==> src/rtl/cdb_arbiter_pkg.sv <==
// Shared widths, payload struct and helpers for the common data bus (CDB) arbiter.
// The RS (reservation station) bus widths live here too, so every block that
// imports this package uses the same sizes.
package cdb_arbiter_pkg;

  localparam int unsigned DATA_W   = 32;
  localparam int unsigned TAG_W    = 5;
  localparam int unsigned NAME_W   = 5;
  localparam int unsigned RS_OPC_W = 6;
  localparam int unsigned RS_IMM_W = 16;
  localparam int unsigned NUM_SRC  = 3;

  localparam logic [TAG_W-1:0] TAG_FREE = '0;

  typedef enum logic [1:0] {
    SRC_ALU = 2'd0,
    SRC_LS  = 2'd1,
    SRC_BR  = 2'd2
  } src_e;

  typedef struct packed {
    logic [TAG_W-1:0]  tag;
    logic [DATA_W-1:0] data;
    logic [NAME_W-1:0] name;
  } cdb_entry_t;

  localparam cdb_entry_t CDB_IDLE = '{tag: TAG_FREE, data: '0, name: '0};

  // (base + off) mod 3; both operands are expected to be below 3.
  function automatic logic [1:0] src_wrap(input logic [1:0] base, input logic [1:0] off);
    logic [2:0] sum;
    sum = {1'b0, base} + {1'b0, off};
    return (sum >= 3'd3) ? 2'(sum - 3'd3) : sum[1:0];
  endfunction

endpackage

==> src/rtl/cdb_arbiter_if.sv <==
// Result sources (alu/ls/br) and the two broadcast ports (O, T) of the CDB arbiter.
// master: producers/consumers around the arbiter; slave: the arbiter itself.
interface cdb_arbiter_if;
  import cdb_arbiter_pkg::*;

  logic              flush;
  logic              busy;

  logic              alu_valid, ls_valid, br_valid;
  logic [TAG_W-1:0]  alu_tag, ls_tag, br_tag;
  logic [DATA_W-1:0] alu_data, ls_data, br_data;
  logic [NAME_W-1:0] alu_name, ls_name, br_name;
  logic              alu_ready, ls_ready, br_ready;

  logic              enWrtO, enWrtT;
  logic [TAG_W-1:0]  WrtTagO, WrtTagT;
  logic [DATA_W-1:0] WrtDataO, WrtDataT;
  logic [NAME_W-1:0] WrtNameO, WrtNameT;

  modport master (
    output flush,
    output alu_valid, alu_tag, alu_data, alu_name,
    output ls_valid, ls_tag, ls_data, ls_name,
    output br_valid, br_tag, br_data, br_name,
    input  alu_ready, ls_ready, br_ready,
    input  enWrtO, WrtTagO, WrtDataO, WrtNameO,
    input  enWrtT, WrtTagT, WrtDataT, WrtNameT,
    input  busy
  );

  modport slave (
    input  flush,
    input  alu_valid, alu_tag, alu_data, alu_name,
    input  ls_valid, ls_tag, ls_data, ls_name,
    input  br_valid, br_tag, br_data, br_name,
    output alu_ready, ls_ready, br_ready,
    output enWrtO, WrtTagO, WrtDataO, WrtNameO,
    output enWrtT, WrtTagT, WrtDataT, WrtNameT,
    output busy
  );

endinterface

==> src/rtl/cdb_fifo.sv <==
// Per-source result queue: DEPTH entries of {tag, data, name} with occupancy count.
// Ports: clk, rst (async active-low), flush (clears, beats push/pop), push/push_entry,
//        pop (caller guarantees non-empty), head (oldest entry), count (0..DEPTH).
module cdb_fifo
  import cdb_arbiter_pkg::*;
#(
  parameter  int unsigned DEPTH = 2,
  localparam int unsigned CNT_W = $clog2(DEPTH + 1)
) (
  input  logic             clk,
  input  logic             rst,
  input  logic             flush,
  input  logic             push,
  input  cdb_entry_t       push_entry,
  input  logic             pop,
  output cdb_entry_t       head,
  output logic [CNT_W-1:0] count
);

  localparam int unsigned PTR_W = (DEPTH > 1) ? $clog2(DEPTH) : 1;

  cdb_entry_t       mem_q [DEPTH];
  cdb_entry_t       mem_d [DEPTH];
  logic [PTR_W-1:0] rd_ptr_q, rd_ptr_d;
  logic [PTR_W-1:0] wr_ptr_q, wr_ptr_d;
  logic [CNT_W-1:0] count_q, count_d;

  function automatic logic [PTR_W-1:0] ptr_inc(input logic [PTR_W-1:0] p);
    return (p == PTR_W'(DEPTH - 1)) ? '0 : p + PTR_W'(1);
  endfunction

  // Next pointers, count and storage; flush wins over push and pop.
  always_comb begin
    mem_d    = mem_q;
    rd_ptr_d = rd_ptr_q;
    wr_ptr_d = wr_ptr_q;
    count_d  = count_q;
    if (flush) begin
      rd_ptr_d = '0;
      wr_ptr_d = '0;
      count_d  = '0;
    end else begin
      if (push) begin
        mem_d[wr_ptr_q] = push_entry;
        wr_ptr_d        = ptr_inc(wr_ptr_q);
      end
      if (pop) begin
        rd_ptr_d = ptr_inc(rd_ptr_q);
      end
      case ({push, pop})
        2'b10:   count_d = count_q + CNT_W'(1);
        2'b01:   count_d = count_q - CNT_W'(1);
        default: count_d = count_q;
      endcase
    end
  end

  always_ff @(posedge clk or negedge rst) begin
    if (!rst) begin
      rd_ptr_q <= '0;
      wr_ptr_q <= '0;
      count_q  <= '0;
    end else begin
      rd_ptr_q <= rd_ptr_d;
      wr_ptr_q <= wr_ptr_d;
      count_q  <= count_d;
    end
  end

  // Storage needs no reset: the count alone decides which entries are live.
  always_ff @(posedge clk) begin
    mem_q <= mem_d;
  end

  assign head  = mem_q[rd_ptr_q];
  assign count = count_q;

endmodule

==> src/rtl/cdb_arbiter.sv <==
// Common data bus arbiter: queues results from alu/ls/br and broadcasts up to two
// per cycle on ports O and T, round-robin starting at rr_ptr.
// Ports: clk, rst (async active-low), bus (cdb_arbiter_if.slave: flush, per-source
//        valid/tag/data/name/ready, enWrt/WrtTag/WrtData/WrtName for O and T, busy).
module cdb_arbiter
  import cdb_arbiter_pkg::*;
#(
  parameter int unsigned DEPTH = 2
) (
  input logic          clk,
  input logic          rst,
  cdb_arbiter_if.slave bus
);

  localparam int unsigned CNT_W = $clog2(DEPTH + 1);

  logic [NUM_SRC-1:0] src_valid, src_ready, push, pop, nonempty;
  cdb_entry_t         src_entry [NUM_SRC];
  cdb_entry_t         head      [NUM_SRC];
  logic [CNT_W-1:0]   count     [NUM_SRC];

  logic               gnt_o_vld, gnt_t_vld;
  logic [1:0]         gnt_o_src, gnt_t_src, probe;

  logic               en_o_q, en_o_d, en_t_q, en_t_d;
  cdb_entry_t         bc_o_q, bc_o_d, bc_t_q, bc_t_d;
  logic [1:0]         rr_ptr_q, rr_ptr_d;

  assign src_valid    = {bus.br_valid, bus.ls_valid, bus.alu_valid};
  assign src_entry[0] = '{tag: bus.alu_tag, data: bus.alu_data, name: bus.alu_name};
  assign src_entry[1] = '{tag: bus.ls_tag,  data: bus.ls_data,  name: bus.ls_name};
  assign src_entry[2] = '{tag: bus.br_tag,  data: bus.br_data,  name: bus.br_name};

  for (genvar i = 0; i < NUM_SRC; i++) begin : g_src
    // Ready comes from the registered count only.
    assign src_ready[i] = (count[i] < CNT_W'(DEPTH));
    assign nonempty[i]  = (count[i] != '0);
    assign push[i]      = src_valid[i] & src_ready[i];

    cdb_fifo #(.DEPTH(DEPTH)) u_fifo (
      .clk        (clk),
      .rst        (rst),
      .flush      (bus.flush),
      .push       (push[i]),
      .push_entry (src_entry[i]),
      .pop        (pop[i]),
      .head       (head[i]),
      .count      (count[i])
    );
  end

  assign bus.alu_ready = src_ready[0];
  assign bus.ls_ready  = src_ready[1];
  assign bus.br_ready  = src_ready[2];

  // Round-robin search from rr_ptr: first non-empty source -> O, second -> T.
  always_comb begin
    gnt_o_vld = 1'b0;
    gnt_t_vld = 1'b0;
    gnt_o_src = rr_ptr_q;
    gnt_t_src = rr_ptr_q;
    probe     = rr_ptr_q;
    for (int k = 0; k < 3; k++) begin
      probe = src_wrap(rr_ptr_q, 2'(k));
      if (nonempty[probe]) begin
        if (!gnt_o_vld) begin
          gnt_o_vld = 1'b1;
          gnt_o_src = probe;
        end else if (!gnt_t_vld) begin
          gnt_t_vld = 1'b1;
          gnt_t_src = probe;
        end
      end
    end
  end

  // Granted heads are popped at the same edge that registers them for broadcast.
  always_comb begin
    pop = '0;
    if (!bus.flush) begin
      if (gnt_o_vld) pop[gnt_o_src] = 1'b1;
      if (gnt_t_vld) pop[gnt_t_src] = 1'b1;
    end
  end

  // Broadcast registers and rr_ptr; flush idles both ports but keeps rr_ptr.
  always_comb begin
    en_o_d   = 1'b0;
    en_t_d   = 1'b0;
    bc_o_d   = CDB_IDLE;
    bc_t_d   = CDB_IDLE;
    rr_ptr_d = rr_ptr_q;
    if (!bus.flush) begin
      if (gnt_o_vld) begin
        en_o_d   = 1'b1;
        bc_o_d   = head[gnt_o_src];
        rr_ptr_d = src_wrap(gnt_o_src, 2'd1);
      end
      if (gnt_t_vld) begin
        en_t_d   = 1'b1;
        bc_t_d   = head[gnt_t_src];
        rr_ptr_d = src_wrap(gnt_t_src, 2'd1);
      end
    end
  end

  always_ff @(posedge clk or negedge rst) begin
    if (!rst) begin
      en_o_q   <= 1'b0;
      en_t_q   <= 1'b0;
      bc_o_q   <= CDB_IDLE;
      bc_t_q   <= CDB_IDLE;
      rr_ptr_q <= 2'd0;
    end else begin
      en_o_q   <= en_o_d;
      en_t_q   <= en_t_d;
      bc_o_q   <= bc_o_d;
      bc_t_q   <= bc_t_d;
      rr_ptr_q <= rr_ptr_d;
    end
  end

  assign bus.enWrtO   = en_o_q;
  assign bus.WrtTagO  = bc_o_q.tag;
  assign bus.WrtDataO = bc_o_q.data;
  assign bus.WrtNameO = bc_o_q.name;
  assign bus.enWrtT   = en_t_q;
  assign bus.WrtTagT  = bc_t_q.tag;
  assign bus.WrtDataT = bc_t_q.data;
  assign bus.WrtNameT = bc_t_q.name;

  assign bus.busy = (|nonempty) | en_o_q | en_t_q;

endmodule

==> src/flat_wrapper.sv <==
// flat-port wrapper written by rule: the top's interface ports become plain ports
module cdb_arbiter_flat import cdb_arbiter_pkg::*;
#(
  parameter int unsigned DEPTH = 2
)
  (clk, rst, bus_flush, bus_alu_valid, bus_alu_tag, bus_alu_data, bus_alu_name, bus_ls_valid, bus_ls_tag, bus_ls_data, bus_ls_name, bus_br_valid, bus_br_tag, bus_br_data, bus_br_name, bus_alu_ready, bus_ls_ready, bus_br_ready, bus_enWrtO, bus_WrtTagO, bus_WrtDataO, bus_WrtNameO, bus_enWrtT, bus_WrtTagT, bus_WrtDataT, bus_WrtNameT, bus_busy);
  cdb_arbiter_if bus_i ();
  input logic clk;
  input logic rst;
  input wire logic [$bits(bus_i.flush)-1:0] bus_flush;
  input wire logic [$bits(bus_i.alu_valid)-1:0] bus_alu_valid;
  input wire logic [$bits(bus_i.alu_tag)-1:0] bus_alu_tag;
  input wire logic [$bits(bus_i.alu_data)-1:0] bus_alu_data;
  input wire logic [$bits(bus_i.alu_name)-1:0] bus_alu_name;
  input wire logic [$bits(bus_i.ls_valid)-1:0] bus_ls_valid;
  input wire logic [$bits(bus_i.ls_tag)-1:0] bus_ls_tag;
  input wire logic [$bits(bus_i.ls_data)-1:0] bus_ls_data;
  input wire logic [$bits(bus_i.ls_name)-1:0] bus_ls_name;
  input wire logic [$bits(bus_i.br_valid)-1:0] bus_br_valid;
  input wire logic [$bits(bus_i.br_tag)-1:0] bus_br_tag;
  input wire logic [$bits(bus_i.br_data)-1:0] bus_br_data;
  input wire logic [$bits(bus_i.br_name)-1:0] bus_br_name;
  output wire logic [$bits(bus_i.alu_ready)-1:0] bus_alu_ready;
  output wire logic [$bits(bus_i.ls_ready)-1:0] bus_ls_ready;
  output wire logic [$bits(bus_i.br_ready)-1:0] bus_br_ready;
  output wire logic [$bits(bus_i.enWrtO)-1:0] bus_enWrtO;
  output wire logic [$bits(bus_i.WrtTagO)-1:0] bus_WrtTagO;
  output wire logic [$bits(bus_i.WrtDataO)-1:0] bus_WrtDataO;
  output wire logic [$bits(bus_i.WrtNameO)-1:0] bus_WrtNameO;
  output wire logic [$bits(bus_i.enWrtT)-1:0] bus_enWrtT;
  output wire logic [$bits(bus_i.WrtTagT)-1:0] bus_WrtTagT;
  output wire logic [$bits(bus_i.WrtDataT)-1:0] bus_WrtDataT;
  output wire logic [$bits(bus_i.WrtNameT)-1:0] bus_WrtNameT;
  output wire logic [$bits(bus_i.busy)-1:0] bus_busy;
  assign bus_i.flush = bus_flush;
  assign bus_i.alu_valid = bus_alu_valid;
  assign bus_i.alu_tag = bus_alu_tag;
  assign bus_i.alu_data = bus_alu_data;
  assign bus_i.alu_name = bus_alu_name;
  assign bus_i.ls_valid = bus_ls_valid;
  assign bus_i.ls_tag = bus_ls_tag;
  assign bus_i.ls_data = bus_ls_data;
  assign bus_i.ls_name = bus_ls_name;
  assign bus_i.br_valid = bus_br_valid;
  assign bus_i.br_tag = bus_br_tag;
  assign bus_i.br_data = bus_br_data;
  assign bus_i.br_name = bus_br_name;
  assign bus_alu_ready = bus_i.alu_ready;
  assign bus_ls_ready = bus_i.ls_ready;
  assign bus_br_ready = bus_i.br_ready;
  assign bus_enWrtO = bus_i.enWrtO;
  assign bus_WrtTagO = bus_i.WrtTagO;
  assign bus_WrtDataO = bus_i.WrtDataO;
  assign bus_WrtNameO = bus_i.WrtNameO;
  assign bus_enWrtT = bus_i.enWrtT;
  assign bus_WrtTagT = bus_i.WrtTagT;
  assign bus_WrtDataT = bus_i.WrtDataT;
  assign bus_WrtNameT = bus_i.WrtNameT;
  assign bus_busy = bus_i.busy;
  cdb_arbiter #(.DEPTH(DEPTH)) u_core (.clk(clk), .rst(rst), .bus(bus_i));
endmodule
==> config.mk <==
export PLATFORM = sky130hd
export DESIGN_NAME = cdb_arbiter_flat
export DESIGN_NICKNAME = d
export VERILOG_FILES = /design/src/rtl/cdb_arbiter_pkg.sv /design/src/rtl/cdb_arbiter_if.sv /design/src/rtl/cdb_fifo.sv /design/src/rtl/cdb_arbiter.sv /design/src/flat_wrapper.sv
export SDC_FILE = /design/constraint.sdc
export NUM_CORES = 1
export LEC_CHECK = 0
export CAP_MARGIN = 20
export CORE_ASPECT_RATIO = 0.6
export CORE_MARGIN = 2
export CORE_UTILIZATION = 60
export CTS_BUF_LIST = sky130_fd_sc_hd__clkbuf_2 sky130_fd_sc_hd__clkbuf_4 sky130_fd_sc_hd__clkbuf_8
export DETAILED_ROUTE_END_ITERATION = 8
export HOLD_SLACK_MARGIN = 0.1
export PLACE_DENSITY = 0.94
export SYNTH_ARGS = -nofsm -noshare
export SYNTH_HDL_FRONTEND = slang
export SYNTH_SLANG_ARGS = --single-unit
==> constraint.sdc <==
create_clock -name clk -period 9.2 [get_ports clk]
set_input_delay 1.84 -clock clk [delete_from_list [all_inputs] [get_ports clk]]
set_output_delay 1.84 -clock clk [all_outputs]
set_load 0.005 [all_outputs]
==> flow_metrics.tcl <==
set metrics [dict create \
    syn2layout_area_growth_pct 23.8 \
    p_sw_mw 2.71 \
    run_status "finished clean" \
    grt_start_max_net_pins 59 \
    dp_hpwl_um 23000 \
    ys_types 67 \
    place_inst 1472 \
    setup_viol 0 \
    synth-seq-area-share 0.674 \
    endpoint_kind "flip-flop" \
    drc 0 \
    syn_inst 976 \
    grt_pass1_vias 10100 \
    p_comb_frac 0.508 \
    numCtsBuffers 50 \
    worstMarginPinSlew_ns 1.14 \
    seqPwrFrac 0.309 \
    drt_first_pass_iters 7 \
    cts_root_buf "clkbuf_8" \
    clkPwrFrac 0.184 \
    crit_chain "inv_1 > ha_1 > nand2b_1 > a221oi_1 > a31o_1 > o311ai_2 > inv_2 > nand2_2 > o32a_1 > nor2_1" \
    viasPerCell 6.14 \
    wirelength_um 38700 \
    synth.ff_latch_count 352 \
    power.internal_mw 4.24 \
    die_area_mm2 0.0262 \
    instances_no_fill 1567 \
    die_h_um 126 \
    crit_path_start_kind "flip-flop" \
    grt.total_usage 0.295 \
    crit_type "reg -> reg" \
    ir_worst_vdd_uv 410 \
    fin_nets 1341 \
    synthesis.nets 1115 \
    slowest_delay_ns 0.93 \
    cap_violations 0 \
    max_slew_margin 0.238 \
    arrival_ns 4.93 \
    layout_common_cells "252 x edfxtp_1, 220 x clkdlybuf4s50_1, 99 x nor2_1" \
    slew_viol_final 0 \
    place_congestion 0.841 \
    drtIter0Drc 1019 \
    layout-drive-gt1-share 0.202 \
    postLayoutCellArea_mm2 0.0185 \
    synth-edff-count 252 \
    cp_num_buf_inv 2 \
    max_freq_mhz 225 \
    skew_ns 0.0125 \
    fin_util 0.760 \
    antenna_found_initial 2 \
    avgRoutedWirePerCell_um 24.7 \
    via_count 9625 \
    rsz0062_at_grt "false" \
    p_per_area_mw_per_mm2 376 \
    yosysWarnings 0 \
    start_util 0.614 \
    setup-tns-final_ns 0 \
    hold_path.class "reg -> reg" \
    placed_area_mm2 0.0174 \
    p_sw_frac 0.390 \
    rows 44 \
    htreeDepth 2 \
    hold_viol 0 \
    period_needed_ns 4.45 \
    ctsHoldBuffers 0 \
    final_common_cell "edfxtp_1" \
    required_ns 9.68 \
    ios 222 \
    clkSlewWorstSetupHoldPaths_ns 0.07 \
    crit_fanout 46 \
    finalCritPeriodShare 0.484 \
    grt_pass1_wl_um 57700 \
    overflow 0 \
    final.fill_count 1412 \
    die_w_um 208 \
    cts.sinks 352 \
    critPathSlowestCell "nand2_2" \
    cpLargestDelayFamily "simple AND/OR/NAND/NOR gates" \
    power.leakage_nw 6.67 \
    avgSynthCellArea_um2 15.3 \
    synth_area_mm2 0.0149 \
    clk_latency_ns 0.58 \
    cts_max_path_buffers 3 \
    io_buffers 221 \
    cts_tree "yes" \
    cts_resized 0 \
    coreArea_mm2 0.0243 \
    post_cts_buffers 0 \
    async_flop_share 0.284 \
    ant_nets 0 \
    synth_top_flop_cell "edfxtp_1" \
]
==> worst min-delay path, cell delays in order (launching register included) <==
cell	delay, ns
dfrtp_1	0.39
xor2_1	0.08
nor2_1	0.08
==> Yosys cell counts (all sizes together), types with 2 or more instances <==
cell type,n,area [um2]
a21boi,2,15.0
a21oi,10,53.8
a22oi,3,36.3
a32oi,2,17.5
and2,43,269
and3,2,12.5
buf,31,180
clkbuf,28,105
dfrtp,100,2500
edfxtp,252,7570
ha,7,87.6
inv,15,56.3
mux2,84,1090
mux2i,86,861
nand2,55,211
nand2b,3,18.8
nand3b,3,22.5
nor2,101,384
nor2b,3,18.8
nor3,5,30.0
nor3b,5,42.5
o211ai,2,15.0
o21ai,8,55.1
o22ai,43,507
o2bb2ai,2,17.5
o32a,42,420
or2,6,37.5
or3,2,12.5
xnor2,8,70.1
xor2,3,26.3
==> routing by layer <==
layer | vias up | GRT usage | wire (um)
met3 | 98 | 0.0626 | 3910
met2 | 650 | 0.474 | 18100
li1 | 4113 | - | -
met1 | 4762 | 0.408 | 15600
met5 | - | 0 | 13
met4 | 2 | 0.0976 | 986
==> worst paths after layout <==
check | from | to | slack, ns | depth (start not counted)
min in group asynchronous | rst | u_core.bus.WrtDataT[1] | 1.28 | 1
worst min register to register | u_core.g_src[2].u_fifo.wr_ptr_q | u_core.g_src[2].u_fifo.wr_ptr_q | 0.59 | 2
worst max register to register | u_core.rr_ptr_q[0] | u_core.bus.WrtDataO[2] | 4.75 | 10
max in group asynchronous | rst | u_core.bus.WrtDataT[21] | 6.66 | 2
worst min-delay path | u_core.g_src[2].u_fifo.wr_ptr_q | u_core.g_src[2].u_fifo.wr_ptr_q | 0.59 | 2
worst max-delay path | u_core.rr_ptr_q[0] | u_core.bus.WrtDataO[2] | 4.75 | 10
==> through the flow <==
| step | hold slack [ns] | setup slack (ns) | total power [mW] |
|---|---|---|---|
| 3_5_place_dp | 0.578 | 4.78 | 5.60 |
| 6_report | 0.589 | 4.75 | 6.95 |
| 4_1_cts | 0.592 | 4.88 | 6.91 |
| 5_1_grt | 0.631 | 4.63 | 7.26 |
| 2_1_floorplan | 0.519 | 3.46 | 4.59 |
| 3_3_place_gp | 0.554 | 4.84 | 5.45 |
==> layout make-up <==
cell class                 instances  area (um2)  share of cell area
antenna                            2        5.00            0.000271
clock buffer                      79         962              0.0520
clock inverter                    14        86.3             0.00467
inverter                          15        56.3             0.00305
multi-input combinational        550        4580               0.248
sequential                       352       10100               0.545
tap                              322         403              0.0218
timing repair buffer             233        2310               0.125
==> power groups by stage <==
stage	clock network [mW]	logic (mW)	registers [mW]
after floorplan	0	2.49	2.09
after global placement	0	3.28	2.17
after detailed placement	0	3.43	2.17
after global routing	1.36	3.73	2.16
after CTS	1.29	3.48	2.14
final	1.28	3.53	2.15
==> cell families (layout without fill, tap and decap cells) <==
group,after synthesis,after routing,synth area share
simple gates,233,233,0.0733
xor+xnor,11,11,0.00645
mux,170,170,0.130
other cells,0,2,0
buf+inv,74,341,0.0229
compound gates,128,128,0.0862
flops,352,352,0.674
fa+ha+maj,8,8,0.00662
==> flip-flops by register name (all words and copies together), names as in the netlist <==
signal and flops:
u_core.g_src.u_fifo.count 6, u_core.bus.WrtTagO 5, u_core.bus.WrtNameO 5, u_core.bus.WrtNameT 5
u_core.bus.WrtDataT 32, u_core.g_src.u_fifo.rd_ptr_q 3, u_core.g_src.u_fifo.mem_q 252, u_core.bus.enWrtO 1
u_core.bus.enWrtT 1, u_core.g_src.u_fifo.wr_ptr_q 3, u_core.bus.WrtTagT 5, u_core.rr_ptr_q 2
u_core.bus.WrtDataO 32
Power figures use the tool's default switching activity.
